$ cat src/rtl/ldpc_bitflip_corrector.sv
// ldpc_bitflip_corrector: iterative hard-decision bit-flip decoder for the 15-bit cyclic LDPC code.
// Accepts one word, flips bits until the syndrome clears or the iteration cap is hit, then holds the result.
module ldpc_bitflip_corrector #(
  parameter logic [14:0] H_ROW0   = 15'b000_0000_1101_0001,
  parameter int unsigned FLIP_TH  = 3,
  parameter int unsigned MAX_ITER = 4
) (
  input  logic        clk,
  input  logic        rst_n,
  input  logic        in_valid,
  output logic        in_ready,
  input  logic [14:0] c,
  output logic        out_valid,
  input  logic        out_ready,
  output logic [14:0] c_out,
  output logic        ok,
  output logic [3:0]  iters
);
  typedef enum logic [1:0] {IDLE, ITER, DONE} state_t;
  state_t      state_q, state_d;
  logic [14:0] w_q, w_d, c_out_q, c_out_d, s, flip;
  logic [3:0]  cnt_q, cnt_d, iters_q, iters_d;
  logic        ok_q, ok_d;
  logic [2:0]  u [15];
  // Check j covers bits j+p; bit k is watched by checks k-p, over every tap p.
  always_comb begin
    s = '0;
    flip = '0;
    for (int j = 0; j < 15; j++)
      for (int p = 0; p < 15; p++)
        if (H_ROW0[p]) s[j] = s[j] ^ w_q[(j + p) % 15];
    for (int k = 0; k < 15; k++) begin
      u[k] = '0;
      for (int p = 0; p < 15; p++)
        if (H_ROW0[p]) u[k] = u[k] + {2'b00, s[(k + 15 - p) % 15]};
      flip[k] = u[k] >= 3'(FLIP_TH);
    end
  end
  always_comb begin
    state_d = state_q;
    w_d = w_q;
    cnt_d = cnt_q;
    c_out_d = c_out_q;
    ok_d = ok_q;
    iters_d = iters_q;
    case (state_q)
      IDLE: if (in_valid) begin
        w_d = c;
        cnt_d = '0;
        state_d = ITER;
      end
      ITER: if (s == '0 || cnt_q == 4'(MAX_ITER)) begin
        state_d = DONE;
        c_out_d = w_q;
        ok_d = s == '0;
        iters_d = cnt_q;
      end else begin
        w_d = w_q ^ flip;
        cnt_d = cnt_q + 4'd1;
      end
      DONE: state_d = out_ready ? IDLE : DONE;
      default: state_d = IDLE;
    endcase
  end
  always_ff @(posedge clk or negedge rst_n) begin
    if (!rst_n) begin
      state_q <= IDLE;
      w_q <= '0;
      cnt_q <= '0;
      c_out_q <= '0;
      ok_q <= 1'b0;
      iters_q <= '0;
    end else begin
      state_q <= state_d;
      w_q <= w_d;
      cnt_q <= cnt_d;
      c_out_q <= c_out_d;
      ok_q <= ok_d;
      iters_q <= iters_d;
    end
  end
  assign in_ready = state_q == IDLE;
  assign out_valid = state_q == DONE;
  assign c_out = c_out_q;
  assign ok = ok_q;
  assign iters = iters_q;
endmodule

$ cat config.mk
export PLATFORM = sky130hd
export DESIGN_NAME = ldpc_bitflip_corrector
export DESIGN_NICKNAME = d
export VERILOG_FILES = /design/src/rtl/ldpc_bitflip_corrector.sv
export SDC_FILE = /design/constraint.sdc
export NUM_CORES = 1
export LEC_CHECK = 0
export ABC_AREA = 1
export CAP_MARGIN = 5
export CORE_MARGIN = 3
export CORE_UTILIZATION = 55
export DETAILED_ROUTE_END_ITERATION = 7
export MAX_ROUTING_LAYER = met4
export PLACE_DENSITY = 0.75
export SYNTH_ARGS = -nofsm -noshare
export SYNTH_HDL_FRONTEND = slang
export SYNTH_SLANG_ARGS = --single-unit
export TNS_END_PERCENT = 20
$ cat constraint.sdc
create_clock -name clk -period 3.07 [get_ports clk]
set_input_delay 0.4605 -clock clk [delete_from_list [all_inputs] [get_ports clk]]
set_output_delay 0.4605 -clock clk [all_outputs]
set_load 0.02 [all_outputs]
; ---- Yosys cells after proc, flatten, opt, wreduce, memory -nomap -nowiden
; Cells that the tools add are included.
[op_classes]
order_cmp = 15
mux = 10
addsub = 46
n_eq_ne = 6
reduce_logical = 7
n_bitwise = 46
[op_table]
columns = operator, n
row1 = 2-bit by 1-bit adder with 3-bit output, 15
row2 = 3-bit by 1-bit adder with 3-bit output, 15
row3 = 3-bit by 2-bit >= comparator with 1-bit output (second input constant), 15
row4 = 1-bit XOR, 45
row5 = 1-bit by 1-bit adder with 2-bit output, 15
row6 = 15-bit two-way mux, 2
row7 = 15-bit one-hot mux with 2 select lines, 1
row8 = 15-bit logical NOT, 1
row9 = 15-bit XOR, 1
row10 = 4-bit two-way mux, 2
row11 = 4-bit one-hot mux with 2 select lines, 1
row12 = 2-bit two-way mux, 3
row13 = 2-bit inequality test (second input constant), 3
row14 = 2-bit one-hot mux with 3 select lines, 1
row15 = 4-bit by 1-bit adder with 4-bit output (second input constant), 1
row16 = 4-bit by 3-bit equality test with 1-bit output (second input constant), 1
row17 = 2-bit AND reduction, 2
row18 = 3-bit AND reduction, 1
row19 = 2-bit by 1-bit equality test with 1-bit output (second input constant), 1
row20 = 2-bit equality test (second input constant), 1
row21 = 2-bit logical NOT, 1
row22 = 2-bit nonzero test, 1
row23 = 1-bit logical OR, 1
[word_totals]
register_bits = 41
input_bits = 19

; ---- Logic depth before layout (Yosys ltp)
[depth]
depth_word = 10
mapped_depth = 20

; ---- Worst setup path before layout
; No wires, ideal clock.
[synth_timing]
kind = register -> register
from = reg w_q[1]
to = reg w_q[7]
arrival_ns = 2.638
synth_period_minus_slack_ns = 2.703
path_stages_with_launch = 15
path_slack_ns = 0.367
setup_time_ns = 0.065
cell_sequence = dfrtp_1 -> buf_2 -> xnor2_1 -> xnor2_1 -> ha_1 -> ha_1 -> nand2_1 -> inv_1 -> ha_1 -> nand3_1 -> nand2_1 -> xor2_1 -> o21ai_0 -> nand2_1 -> nand2_1
[synth_via]
elab_chain_cells = 9
word_cells_on_any_way = 19
[synth_rtl]
columns = element, line_no
row1 = "start, declared", 21  ; logic [14:0] w_q, w_d, c_out_q, c_out_d, s, flip;
row2 = "start signal, assigned", 75  ; w_q <= w_d;
row3 = 1-bit XOR (3 in a row), 31  ; if (H_ROW0[p]) s[j] = s[j] ^ w_q[(j + p) % 15];
row4 = 2-bit by 1-bit adder with 3-bit output, 35  ; if (H_ROW0[p]) u[k] = u[k] + {2'b00, s[(k + 15 - p) % 15]};
row5 = 3-bit by 1-bit adder with 3-bit output, 35
row6 = 3-bit by 2-bit >= comparator with 1-bit output, 36  ; flip[k] = u[k] >= 3'(FLIP_TH);
row7 = 15-bit XOR, 58  ; w_d = w_q ^ flip;
row8 = 15-bit two-way mux, 52  ; ITER: if (s == '0 || cnt_q == 4'(MAX_ITER)) begin
row9 = 15-bit one-hot mux with 2 select lines, 46  ; case (state_q)
; Parallel ways exist; a longest one is shown, timed or not. The select of a mux whose other input is x is not followed.
; A chain may end at the register's enable or synchronous reset.

; ---- Final worst setup path
[layout_timing]
from = reg w_q[7]
to = reg w_q[3]
[layout_via]
elab_chain_cells = 10
word_cells_on_any_way = 20
[layout_rtl]
columns = element, line_no
row1 = 1-bit XOR (3 in a row), 31
row2 = 1-bit by 1-bit adder with 2-bit output, 35
row3 = 2-bit by 1-bit adder with 3-bit output, 35
row4 = 3-bit by 1-bit adder with 3-bit output, 35
row5 = 3-bit by 2-bit >= comparator with 1-bit output, 36
row6 = 15-bit XOR, 58
row7 = 15-bit two-way mux, 52
row8 = 15-bit one-hot mux with 2 select lines, 46
; Parallel ways exist; a longest one is shown, timed or not. The select of a mux whose other input is x is not followed.

==> metrics.cfg <==
[status]
status = completed

[placement]
dp_slack_ns = 0.175
hpwl_um = 7090
portBuffers = 40
globalplace.congestion = 0.904

[global_routing]
met3_usage_pct = 4.14
grt_pass1_vias = 3236
grtUsageMet1_pct = 32.5
grt_first_pass_wirelength_um = 15200
antenna_found_initial = 0
grt_max_degree = 42
grt_overflow = 0
grt_use_total_pct = 26.1
grt_use_met2_pct = 41.3
busiest_layer = met2

[synthesis]
syn_area_per_cell_um2 = 7.19
synth_fp_nets = 565
synthCells = 515
synth_most_common_cell = nand2_1
netlist_top_cells_area = dfrtp_1, nand2_1, ha_1
ys_types = 27
synth_common_cells = nand2_1, inv_1, dfrtp_1
synth-main-ff-cell = dfrtp_1
yosys.area.top_type = dfrtp_1
ys_ff_latch = 41
yosysTopAreaCellShare_pct = 27.7
syn-cell-area_um2 = 3700
ys_seq_area_share_pct = 27.7
yosysWarnings = 0
synth-edff-count = 0
async_reset_ff_share_pct = 100

[cells_and_area]
drive_above_1_share_pct = 9.26
antenna_cells = 0
syn2layout_area_growth_pct = 15.3
fillers = 574
multi_input_area_um2 = 2280
fin_nets = 600
seq_area_um2 = 1030

[sta]
finalHoldViolCount = 0
relSlewSlack_pct = 38.8
setup_viol_count_final = 0
layout_setup_ws_ns = 0.195
fmax_ghz = 0.348
rsz0062_at_grt = true
tightest_slew_ns = 0.917
fin_crit_sh_pct = 93.7
finalSetupTns_ns = 0
fin_crit_ns = 2.88
fin_skew_ns = 0.00988
slew_violations = 0

[routing]
drtIter0Drc = 199
drc = 0
postRouteAntennaNets = 0
wl_per_cell_um = 14.8
wl_um = 9260
dr.pass1.iters = 5
vias_per_cell = 5.34
dr_total_vias = 3352

[flow_run]
drv_cap = 0

[floorplan]
dieArea_um2 = 7760
fp.coreArea_um2 = 6420
core.rowCount = 29
io_pins = 41
dieWidth_um = 88.1
start_util_pct = 57.7
dieHeight_um = 88.1

[clock_network]
cts-hold-fix-buffers = 0
clk_pin_slew_ns = 0.09
clock-root-buffer = clkbuf_8
clock_latency_ns = 0.31
cts_inserted_buffers = 5
tritoncts = yes
clockBufferDepth = 2
clock-sinks = 41
htree_levels = 2

[setup_path]
critPathMaxFanout = 6
cp-end-kind = flop
cp_num_buf_inv = 1
required_ns = 3.26
path_delay_family = XOR/XNOR gates
cp_slowest_stage_delay_ns = 0.49
crit_type = flop to flop
critPathArrivalTime_ns = 3.07
cp_slowest_cell = dfrtp_1
path_cells = xnor2_1 > xor2_1 > xnor2_1 > ha_1 > nand2_1 > inv_1 > ha_1 > nand2_1 > nor2_1 > nor2_1 > xor2_1 > nand2_1 > o211ai_1 > nand2_1
start_kind = flop
cp_common_cell = nand2_1

[hold_path]
hp-class = primary input to async pin

-- metrics by stage --
stage | instances | cell area (µm²) | utilization (%) | hold slack, ns
6_report | 628 | 4270 | 66.5 | 0.276
3_5_place_dp | 618 | 4110 | 64.0 | 0.466
5_1_grt | 628 | 4270 | 66.5 | 0.342
3_3_place_gp | 618 | 4110 | 64.0 | 0.457
4_1_cts | 626 | 4250 | 66.2 | 0.312
2_1_floorplan | 515 | 3700 | - | 0.165
-- final cells by class --
class	instances	share of cell area [%]
well taps	77	2.25
multi-input cells	386	53.4
inverters	64	5.62
clock buffers	5	1.61
flip-flops and latches	41	24.1
repair buffers	52	11.4
clock inverters	3	1.61
-- flip-flops by register name (all words and copies together), names as in the netlist --
signal / cells
iters: 4
ok: 1
cnt_q: 4
state_q: 2
c_out: 15
w_q: 15
-- worst reg2reg max path, stage by stage (launching register included) --
cell and delay [ns]:
dfrtp_1 0.49, xnor2_1 0.31, xor2_1 0.41, xnor2_1 0.18, ha_1 0.27, nand2_1 0.09, inv_1 0.05, ha_1 0.26
nand2_1 0.07, nor2_1 0.04, nor2_1 0.19, xor2_1 0.18, nand2_1 0.06, o211ai_1 0.08, nand2_1 0.08
-- path summary, 6_finish.rpt --
path                       cells past startpoint  slack, ns              endpoint                  from
min                                            1       0.28   w_q[10]$_DFFE_PN0P_                 rst_n
min in group clk                               2       0.48  c_out[0]$_DFFE_PN0P_  c_out[0]$_DFFE_PN0P_
min reg2reg                                    2       0.48  c_out[0]$_DFFE_PN0P_  c_out[0]$_DFFE_PN0P_
max in group asynchronous                      1       2.15    w_q[4]$_DFFE_PN0P_                 rst_n
max reg2reg                                   14       0.19    w_q[3]$_DFFE_PN0P_    w_q[7]$_DFFE_PN0P_
max                                           14       0.19    w_q[3]$_DFFE_PN0P_    w_q[7]$_DFFE_PN0P_
-- placed cells by master (no fill, tap or decap) --
cell | synthesis | routed
nand2_1 | 158 | 158
inv_1 | 63 | 63
clkdlybuf4s50_1 | 0 | 39
dfrtp_1 | 41 | 38
nand3_1 | 34 | 34
nor2_1 | 31 | 31
ha_1 | 31 | 31
xor2_1 | 29 | 29
xnor2_1 | 26 | 26
o21ai_0 | 18 | 18
o21bai_1 | 14 | 14
buf_4 | 5 | 12
o21ai_1 | 9 | 9
nand2_2 | 9 | 8
o21ai_2 | 7 | 7
or2_2 | 5 | 5
clkbuf_8 | 0 | 5
o211ai_1 | 4 | 4
a21o_1 | 3 | 3
dfrtp_2 | 0 | 3
xor2_2 | 2 | 2
nand2_4 | 1 | 2
a21oi_1 | 2 | 2
bufinv_16 | 0 | 2
xnor2_2 | 1 | 1
nand3_2 | 1 | 1
inv_2 | 1 | 1
o31ai_1 | 1 | 1
inv_6 | 0 | 1
buf_2 | 11 | 1
-- cells by family after synthesis --
logic type / synth area share, %
compound gates: 10.0
simple gates: 26.7
buf+inv: 10.8
flops: 27.7
xor+xnor: 14.3
fa+ha+maj: 10.5
-- layer usage --
layer  vias up  routed length, µm
li1       1662                  -
met1      1587               4140
met2        76               4350
met3        27                372
met4         0                405
met5         -                  0
-- what timing repair did --
action / in CTS / in global routing
buffers inserted: 0 / 2
gates resized for setup: 0 / 4
endpoints found under the hold margin: 0 / 0
setup endpoints to repair: 0 / 25
Power is not shown: default switching activity piles up to over one toggle a cycle in this logic, so the estimate is an artifact.
